<file path="src/rtl/valid_ready_lfsr_pkg.sv">
// rtl/valid_ready_lfsr_pkg.sv - shared LFSR constants and state type for the lfsr source/checker pair
package valid_ready_lfsr_pkg;

    localparam logic [15:0] LFSR_TAPS     = 16'hB400;
    localparam logic [7:0]  THROTTLE_TAPS = 8'hB8;
    localparam logic [7:0]  THROTTLE_SEED = 8'h01;

    typedef enum logic [1:0] {
        IDLE,
        RUN,
        DONE
    } lfsr_source_state_t;

endpackage

</file>
<file path="src/rtl/valid_ready_lfsr_source_galois_lfsr.sv">
// rtl/valid_ready_lfsr_source_galois_lfsr.sv - right-shifting Galois LFSR with seed load and step enable
module galois_lfsr #(
    parameter int               WIDTH = 16,
    parameter logic [WIDTH-1:0] TAPS  = '1,
    parameter logic [WIDTH-1:0] SEED  = {{(WIDTH-1){1'b0}}, 1'b1}
) (
    input  logic             clock,
    input  logic             reset,
    input  logic             load,
    input  logic             advance,
    output logic [WIDTH-1:0] state
);

    always_ff @(posedge clock) begin
        if (reset || load) begin
            state <= SEED;
        end else if (advance) begin
            state <= state[0] ? ((state >> 1) ^ TAPS) : (state >> 1);
        end
    end

endmodule

</file>
<file path="src/rtl/valid_ready_lfsr_source.sv">
// rtl/valid_ready_lfsr_source.sv - valid/ready burst source of LFSR words
// Optional offer-rate throttle enabled by VALID_READY_LFSR_SOURCE_THROTTLE_EN.
module valid_ready_lfsr_source
    import valid_ready_lfsr_pkg::*;
#(
    parameter int          WIDTH       = 8,
    parameter int          COUNT_WIDTH = 16,
    parameter logic [15:0] SEED        = 16'hACE1
) (
    input  logic                   clock,
    input  logic                   reset,
    input  logic                   start,
    input  logic [COUNT_WIDTH-1:0] length,
    output logic [WIDTH-1:0]       out_data,
    output logic                   out_valid,
    input  logic                   out_ready,
    output logic                   busy,
    output logic                   done,
    output logic [COUNT_WIDTH-1:0] sent_count
);

    lfsr_source_state_t     state, state_next;
    logic [COUNT_WIDTH-1:0] length_q;
    logic [COUNT_WIDTH-1:0] sent_inc;
    logic [15:0]            lfsr_state;
    logic                   valid_next;
    logic                   load;
    logic                   handshake;
    logic                   last;
    logic                   offer_ok;

    assign handshake = out_valid & out_ready;
    assign sent_inc  = sent_count + 1'b1;
    assign last      = handshake && (sent_inc == length_q);

    galois_lfsr #(
        .WIDTH (16),
        .TAPS  (LFSR_TAPS),
        .SEED  (SEED)
    ) u_data_lfsr (
        .clock   (clock),
        .reset   (reset),
        .load    (load),
        .advance (handshake),
        .state   (lfsr_state)
    );

`ifdef VALID_READY_LFSR_SOURCE_THROTTLE_EN
    logic [7:0] throttle_state;

    galois_lfsr #(
        .WIDTH (8),
        .TAPS  (THROTTLE_TAPS),
        .SEED  (THROTTLE_SEED)
    ) u_throttle_lfsr (
        .clock   (clock),
        .reset   (reset),
        .load    (load),
        .advance (state == RUN),
        .state   (throttle_state)
    );

    assign offer_ok = (throttle_state[1:0] != 2'b00);
`else
    assign offer_ok = 1'b1;
`endif

    always_comb begin
        state_next = state;
        valid_next = out_valid;
        load       = 1'b0;
        case (state)
            IDLE: begin
                if (start) begin
                    load = 1'b1;
                    if (length != '0) begin
                        state_next = RUN;
                        valid_next = 1'b1;
                    end else begin
                        state_next = DONE;
                    end
                end
            end
            RUN: begin
                if (last) begin
                    state_next = DONE;
                    valid_next = 1'b0;
                end else if (handshake || !out_valid) begin
                    // A stalled offer is never withdrawn; a new offer is gated by the throttle.
                    valid_next = offer_ok;
                end
            end
            DONE: begin
                state_next = IDLE;
            end
            default: begin
                state_next = IDLE;
                valid_next = 1'b0;
            end
        endcase
    end

    always_ff @(posedge clock) begin
        if (reset) begin
            state      <= IDLE;
            out_valid  <= 1'b0;
            length_q   <= '0;
            sent_count <= '0;
        end else begin
            state     <= state_next;
            out_valid <= valid_next;
            if (load) begin
                length_q   <= length;
                sent_count <= '0;
            end else if (handshake) begin
                sent_count <= sent_inc;
            end
        end
    end

    assign out_data = lfsr_state[WIDTH-1:0];
    assign busy     = (state == RUN);
    assign done     = (state == DONE);

endmodule

</file>
<file path="config.mk">
export PLATFORM = sky130hd
export DESIGN_NAME = valid_ready_lfsr_source
export DESIGN_NICKNAME = d
export VERILOG_FILES = /design/src/rtl/valid_ready_lfsr_pkg.sv /design/src/rtl/valid_ready_lfsr_source_galois_lfsr.sv /design/src/rtl/valid_ready_lfsr_source.sv
export SDC_FILE = /design/constraint.sdc
export NUM_CORES = 1
export LEC_CHECK = 0
export CORE_MARGIN = 5
export CORE_UTILIZATION = 54
export CTS_BUF_LIST = sky130_fd_sc_hd__clkbuf_8
export DETAILED_ROUTE_END_ITERATION = 7
export PLACE_DENSITY = 0.81
export SLEW_MARGIN = 20
export SYNTH_ARGS = -nofsm -noshare
export SYNTH_HDL_FRONTEND = slang
export SYNTH_SLANG_ARGS = --single-unit
</file>
<file path="constraint.sdc">
create_clock -name clock -period 2.67 [get_ports clock]
set_input_delay 0.4005 -clock clock [delete_from_list [all_inputs] [get_ports clock]]
set_output_delay 0.4005 -clock clock [all_outputs]
set_load 0.02 [all_outputs]
</file>
Word-level counts from Yosys, hierarchy flattened
Cells that the tools add are included.

operators by class
  add/sub/neg operators = 1
  equal/unequal tests = 7
  multiplexer cells = 12
  bitwise gates (word level) = 3
  reductions and logical operators = 9

operators by type and width
  cell                                                    number
  adder 16 x 1 -> 16 bit (second input constant)          1
  == test 16 bit                                          1
  2-to-1 mux 16 bit                                       1
  nonzero test 16 bit                                     1
  2-to-1 mux 1 bit                                        6
  2-to-1 mux 2 bit                                        3
  inequality test 2 bit (second input constant)           2
  NOT 3 -> 4 bit                                          1
  case mux 2 bit (2 select lines)                         1
  AND reduction 4 bit                                     1
  inequality test 3 x 1 -> 1 bit (second input constant)  1
  case mux 1 bit (3 select lines)                         1
  == test 2 x 1 -> 1 bit (second input constant)          1
  == test 2 bit (second input constant)                   1
  zero test 2 bit                                         1
  logical OR 1 bit                                        2
  inequality test 2 x 1 -> 1 bit (second input constant)  1
  AND reduction 2 bit                                     1
  OR reduction 2 bit                                      1
  bitwise AND 1 bit                                       1
  logical AND 1 bit                                       1
  zero test 1 bit                                         1
  NOT 1 bit                                               1

word-level totals
  register bits after elaboration = 51
  input port bits = 20

Longest topological paths before layout
Gate-level depths: netlist of run 1.

  depth after elaboration = 5
  depth in mapped cells = 7
  gate-level depth less buffers = 7

By module
Synthesis of run 1 repeated with hierarchy kept, for this count alone.

second synthesis, totals
  cells, all modules = 319
  area, all modules = 2762.6 um^2

by module, submodules not included
  module                   times used  cells each  area each (um^2)  seq. area each (um^2)
  valid_ready_lfsr_source  1           262         2138.3            700.7
  galois_lfsr              1           57          624.3             320.3

Worst setup path before layout of run 1
No wires, ideal clock.

  path kind = register -> register
  start = reg sent_count[0]
  end = reg state[0]
  library setup time = 0.133 ns
  arrival = 1.915 ns
  data required time = 2.537 ns
  setup slack = 0.622 ns
  cell stages (with the launch flop) = 8
  buffers on the path = 1
  path through = dfxtp_1 and4_1 buf_6 and4b_1 nor3_1 or3b_4 a2111oi_4 a31oi_1

between the ends
  cells in the longest elaborated chain, start to end = 5

ends and longest elaborated chain
  item                                      RTL line                        RTL
  start, declared                           valid_ready_lfsr_source.sv:19   output logic [COUNT_WIDTH-1:0] sent_count
  start signal, assigned                    valid_ready_lfsr_source.sv:116  sent_count <= sent_inc;
  adder 16 x 1 -> 16 bit                    valid_ready_lfsr_source.sv:33   assign sent_inc = sent_count + 1'b1;
  == test 16 bit                            valid_ready_lfsr_source.sv:34   assign last = handshake && (sent_inc == length_q);
  logical AND 1 bit                         valid_ready_lfsr_source.sv:34
  inequality test 2 x 1 -> 1 bit (no line)  n/a
  AND reduction 2 bit (no line)             n/a
  end signal, assigned                      valid_ready_lfsr_source.sv:110  state <= state_next;
  end, declared                             valid_ready_lfsr_source.sv:22   lfsr_source_state_t state, state_next;

No other way between the ends.
A chain may end at the register's enable or synchronous reset.

Final worst setup path of run 1
  start = reg sent_count[3]
  end = reg state[0]

The elaborated chain is that of the path after synthesis.

==> flow_metrics.env, run 1 <==
export IMPL_synthTopCellsByArea="dfxtp_1 40%, nand2_1 11%, xnor2_1 6.5%, a21oi_1 5.5%, xor2_1 4.5%"
export IMPL_hold_buffers=0
export IMPL_async_reset_ff_share_pct=0
export IMPL_wl_um=5720
export IMPL_yosysTopAreaCellShare_pct=40.0
export IMPL_clock_latency_ps=300
export IMPL_synth_most_common_cell="nand2_1"
export IMPL_nets=373
export IMPL_worst_slew_pin_slew_ps=638
export IMPL_fin_worst_skew_ps=7.53
export IMPL_drt_initial_drc_count=211
export IMPL_synthTopCellsByCount="74 x nand2_1, 51 x dfxtp_1, 28 x a21oi_1, 21 x nor2_1, 19 x xnor2_1"
export IMPL_power_density_nw_per_um2=484
export IMPL_p_total_w=0.00148
export IMPL_vias=2322
export IMPL_dieArea_sq_um=6210
export IMPL_wl_per_cell_um=14.1
export IMPL_core_area_sq_um=4660
export IMPL_cts_tree="done"
export IMPL_min_to="u_data_lfsr.state[8]"
export IMPL_synth_avg_cell_area_sq_um=7.89
export IMPL_syn_nets=345
export IMPL_hpwl_um=4250
export IMPL_syn_inst=324
export IMPL_cap_violations=0
export IMPL_htree_levels=2
export IMPL_antenna_found_initial=0
export IMPL_fill_cells=425
export IMPL_leakage_nw=1.09
export IMPL_hold_class="reg -> reg"
export IMPL_grt_max_degree=25
export IMPL_r2r_start="sent_count[3]"
export IMPL_rrSetupSlack_ps=420
export IMPL_cts_sinks=51
export IMPL_final_hold_worst_slack_ps=455
export IMPL_io_buffers=46
export IMPL_die_w_um=78.8
export IMPL_start_kind="flop"
export IMPL_final_hold_violation_count=0
export IMPL_ant_nets=0
export IMPL_drive_gt1_share_pct=4.83
export IMPL_grt_usage_pct=19.3
export IMPL_synth_edff_count=0
export IMPL_setup_viol=0
export IMPL_grt_pass1_wl_um=9690
export IMPL_die_y_um=78.8
export IMPL_synth_top_area_cell="dfxtp_1"
export IMPL_overflow=0
export IMPL_area_growth_syn_to_layout_pct=19.7
export IMPL_clk_pin_slew_ps=90
export IMPL_dr_pass1_iters=4
export IMPL_initial_core_util_pct=54.8
export IMPL_status="complete, no violations"
export IMPL_cts_buffers=5
export IMPL_critPathMaxFanout=11
export IMPL_pin_count=47
export IMPL_rr_worst_depth=6
export IMPL_ys_flop_type="dfxtp_1"
export IMPL_vias_per_cell=5.72
export IMPL_critPathArrivalTime_ps=2420
export IMPL_whs_path_depth=2
export IMPL_grt_pass1_vias=2100
export IMPL_cts_resized=0
export IMPL_hold_start="u_data_lfsr.state[9]"
export IMPL_ys_seq_area_share_pct=40.0
export IMPL_num_rows=25
export IMPL_place_gp_congestion=0.879
export IMPL_cts_buffer_depth=2
export IMPL_slew_violations=0
export IMPL_min_period_ps=2250
export IMPL_required_ps=2840
export IMPL_crit_type="reg -> reg"
export IMPL_yosys_warnings=0
export IMPL_cp_end_kind="flop"
export IMPL_synth_cell_types=46
export IMPL_synth_area_sq_um=2550
export IMPL_max_slew_margin_pct=57.3
export IMPL_antenna_cells=0
export IMPL_drc_errors=0
export IMPL_ir_drop_mv=0.296
export IMPL_timing_fmax_mhz=445
export IMPL_post_cts_buffers=0
export IMPL_tns_ps=0
export IMPL_synth_seq_cells=51
export IMPL_r2r_end="state[0]"
export IMPL_rsz0062_at_grt="false"
export IMPL_root_buffer="clkbuf_8"
export IMPL_fin_crit_sh_pct=84.1
-- critical path: stages, from the launching register on --
cell and delay (ps):
dfxtp_1 460, and4_1 460, and4b_1 250, nor3_1 40
or3b_4 380, a2111oi_4 360, a31oi_1 150
-- kinds of logic after synthesis --
kind of cell / Yosys count / synth area share [%]
DFF: 51 / 40.0
xor gates and xnor gates: 32 / 11.0
AOI/OAI and AO/OA: 56 / 14.3
adders and majority gates: 1 / 0.490
and+or+nand+nor: 151 / 27.9
buffers and inverters: 33 / 6.46
-- metrics by stage --
stage	cells	instance area, sq um	setup slack, ps	util [%]
after floorplan	324	2550	622	-
after global placement	399	2970	551	63.7
after detailed placement	399	2970	430	63.7
after CTS	406	3060	439	65.6
after global routing	406	3060	264	65.6
final	406	3060	424	65.6
-- area by class of cell --
| cell class | count | area (sq um) | share of cell area (%) |
|---|---|---|---|
| Multi-Input combinational cell | 240 | 1370 | 44.8 |
| Clock buffer | 6 | 82.6 | 2.70 |
| Inverter | 3 | 11.3 | 0.368 |
| Timing Repair Buffer | 51 | 498 | 16.3 |
| Tap cell | 54 | 67.6 | 2.21 |
| Clock inverter | 1 | 8.76 | 0.286 |
| Sequential cell | 51 | 1020 | 33.4 |
-- flip-flops by register name (all words and copies together) (netlist names) --
name and flops:
length_q 16, sent_count 16, u_data_lfsr.state 16, state 2
out_valid 1
-- worst max path at each step --
stage,slack (ps),endpoint,cells past startpoint,start
floorplan,620,state[0],7,sent_count[0]
global placement,550,state[0],7,out_ready
detailed placement,430,state[0],7,out_ready
CTS,440,state[0],6,sent_count[3]
global route,260,state[0],6,sent_count[0]
finish,420,state[0],6,sent_count[3]
-- cells in the final DEF, fill, tap and decap left out, drive strengths merged, types with 2 or more instances in the layout --
| master | count |
|---|---|
| a2111oi | 2 |
| a21oi | 29 |
| a31oi | 4 |
| and2 | 2 |
| and3 | 3 |
| and4 | 5 |
| buf | 5 |
| clkbuf | 6 |
| clkdlybuf4s50 | 46 |
| dfxtp | 51 |
| inv | 4 |
| nand2 | 74 |
| nand3 | 13 |
| nand4 | 8 |
| nor2 | 21 |
| nor3 | 9 |
| nor4 | 5 |
| o211ai | 2 |
| o21ai | 8 |
| or3 | 4 |
| xnor2 | 19 |
| xor2 | 13 |
-- layer usage --
metal	GRT usage [%]	wire, um
met4	5.07	51
met3	4.54	354
met5	0	0
met1	25.1	2650
met2	32.0	2660
-- power breakdown --
part           switching (W)  internal (W)
logic               0.000113     0.0000992
registers          0.0000281      0.000791
clock network       0.000242      0.000209
total               0.000383       0.00110
(Power assumes the default switching activity.)
==> run 2: changes to the inputs <==
==> constraint.sdc (replaced) <==
create_clock -name clock -period 2.3 [get_ports clock]
set_input_delay 0.345 -clock clock [delete_from_list [all_inputs] [get_ports clock]]
set_output_delay 0.345 -clock clock [all_outputs]
set_load 0.02 [all_outputs]
==> run 2 against run 1 <==
Routed wire length about the same. Die area unchanged. First-iteration DRC count up 42%. Global-route usage down 0.25 points. Via count up 0.39%. Highest routed layer unchanged.
==> flow_metrics.env, run 2 (synthesis gave the netlist of run 1 again) <==
export IMPL_status="complete, no violations"
export IMPL_drt_initial_drc_count=300
export IMPL_dr_pass1_iters=4
export IMPL_grt_pass1_vias=2093
export IMPL_wl_per_cell_um=13.7
export IMPL_core_area_sq_um=4660
export IMPL_dieArea_sq_um=6210
export IMPL_r2r_start="sent_count[0]"
export IMPL_crit_cells=6
export IMPL_cp_endpoint="state[0]"
export IMPL_start_kind="flop"
export IMPL_setup_viol=0
export IMPL_antenna_cells=0
export IMPL_r2r_end="state[0]"
export IMPL_most_common_layout_cells="74 x nand2_1, 51 x dfxtp_1, 46 x clkdlybuf4s50_1"
export IMPL_slowest_stage="and4_1"
export IMPL_rrSetupSlack_ps=160
export IMPL_cp_cell_sequence="and4_1 -> and4b_1 -> nor3_1 -> or3b_4 -> a2111oi_4 -> a31oi_1"
export IMPL_rr_worst_depth=6
export IMPL_hold_class="reg -> reg"
export IMPL_grt_max_degree=25
export IMPL_whs_path_depth=2
export IMPL_grt_usage_pct=19.0
export IMPL_slew_violations=0
export IMPL_antenna_found_initial=0
export IMPL_final_area_sq_um=3140
export IMPL_ant_nets=0
export IMPL_place_gp_congestion=0.855
export IMPL_hpwl_um=4260
export IMPL_cts_tree="done"
export IMPL_root_buffer="clkbuf_8"
export IMPL_drive_gt1_share_pct=7.44
export IMPL_io_buffers=46
export IMPL_cts_sinks=51
export IMPL_cts_buffer_depth=2
export IMPL_timing_fmax_mhz=466
export IMPL_vias=2331
export IMPL_worst_slew_pin_slew_ps=513
export IMPL_cts_buffers=5
export IMPL_cap_violations=0
export IMPL_wl_um=5720
export IMPL_rsz0062_at_grt="false"
export IMPL_multi_input_area_sq_um=1370
export IMPL_postPlaceCellArea_sq_um=3040
export IMPL_required_ps=2470
export IMPL_cp_end_kind="flop"
export IMPL_power_density_nw_per_um2=553
export IMPL_slowest_delay_ps=420
export IMPL_layout_commonest_cell="nand2_1"
export IMPL_max_slew_margin_pct=65.7
export IMPL_crit_buf_inv=0
export IMPL_crit_type="reg -> reg"
export IMPL_die_y_um=78.8
export IMPL_final_hold_violation_count=0
export IMPL_leakage_nw=1.14
export IMPL_fin_worst_skew_ps=5.02
export IMPL_clk_pin_slew_ps=90
export IMPL_hold_buffers=0
export IMPL_die_w_um=78.8
export IMPL_overflow=0
export IMPL_startpoint="sent_count[0]"
export IMPL_post_cts_buffers=0
export IMPL_drc_errors=0
export IMPL_critPathArrivalTime_ps=2320
export IMPL_path_delay_family="simple AND/OR/NAND/NOR gates"
export IMPL_pin_count=47
export IMPL_grt_pass1_wl_um=9500
export IMPL_tns_ps=0
export IMPL_nets=383
export IMPL_ir_drop_mv=0.321
export IMPL_reg_top3="length_q (16), sent_count (16), u_data_lfsr.state (16)"
export IMPL_area_growth_syn_to_layout_pct=22.8
export IMPL_htree_levels=2
export IMPL_regArea_sq_um=1020
export IMPL_critPathMaxFanout=11
export IMPL_num_rows=25
export IMPL_initial_core_util_pct=54.8
export IMPL_clock_latency_ps=300
export IMPL_fill_cells=389
export IMPL_min_period_ps=2140
export IMPL_vias_per_cell=5.59
export IMPL_fin_crit_sh_pct=93.2
[run 2: report_power, final]
group          switching (W)  internal (W)  total, W
clock               0.000293      0.000243  0.000535
combinational       0.000130      0.000120  0.000250
sequential         0.0000320      0.000918  0.000950
total               0.000455       0.00128   0.00174
[run 2: final cells by class]
class,count,area share [%]
multi-input cells,240,43.7
flip-flops and latches,51,32.5
repair buffers,61,18.3
clock buffers,6,2.63
well taps,54,2.15
clock inverters,2,0.399
inverters,3,0.359
[run 2: how the worst min path moves through the flow]
stage                          start                    to  slack, ps
6_report        u_data_lfsr.state[8]  u_data_lfsr.state[8]        460
5_1_grt        u_data_lfsr.state[10]  u_data_lfsr.state[9]        470
4_1_cts         u_data_lfsr.state[8]  u_data_lfsr.state[8]        460
3_5_place_dp    u_data_lfsr.state[8]  u_data_lfsr.state[8]        450
3_3_place_gp    u_data_lfsr.state[9]  u_data_lfsr.state[8]        440
2_1_floorplan   u_data_lfsr.state[9]  u_data_lfsr.state[8]        430
[run 2: timing repair]
item,CTS,global route
endpoints found under the setup margin,0,1
gates resized for setup,0,1
hold endpoints to repair,0,0
[run 2: tightest hold or removal path: cells and delay by family, from the launching register on]
family / cells / cell delay [ps]
flops: 1 / 320
simple gates: 1 / 50
compound gates: 1 / 50
[run 2: per-stage QoR]
step	hold WS (ps)	std cells	setup WS [ps]	power (W)	utilization, %
after floorplan	432	324	252	0.00112	-
after global placement	437	409	285	0.00121	65.3
after detailed placement	449	409	165	0.00122	65.3
after CTS	461	417	146	0.00174	67.3
after global routing	474	417	1.31	0.00181	67.3
final	460	417	156	0.00174	67.3
[run 2: layer usage]
layer | vias up | wire, um | GRT usage, %
met5 | - | 0 | 0
met4 | 0 | 66 | 6.47
met3 | 6 | 342 | 3.97
met2 | 65 | 2590 | 30.4
met1 | 1079 | 2720 | 25.6
li1 | 1181 | - | -
==> run 3: changes to the inputs <==
==> constraint.sdc (replaced) <==
create_clock -name clock -period 2.3 [get_ports clock]
set_input_delay 0.345 -clock clock [delete_from_list [all_inputs] [get_ports clock]]
set_output_delay 0.345 -clock clock [all_outputs]
set_load 0.005 [all_outputs]
==> results of run 3 <==
Same layout as run 2 (identical final DEF). Status: complete, no violations.
Main changes from that run: total power 0.00174 W -> 0.00172 W; worst IR drop on VDD 0.321 mV -> 0.308 mV
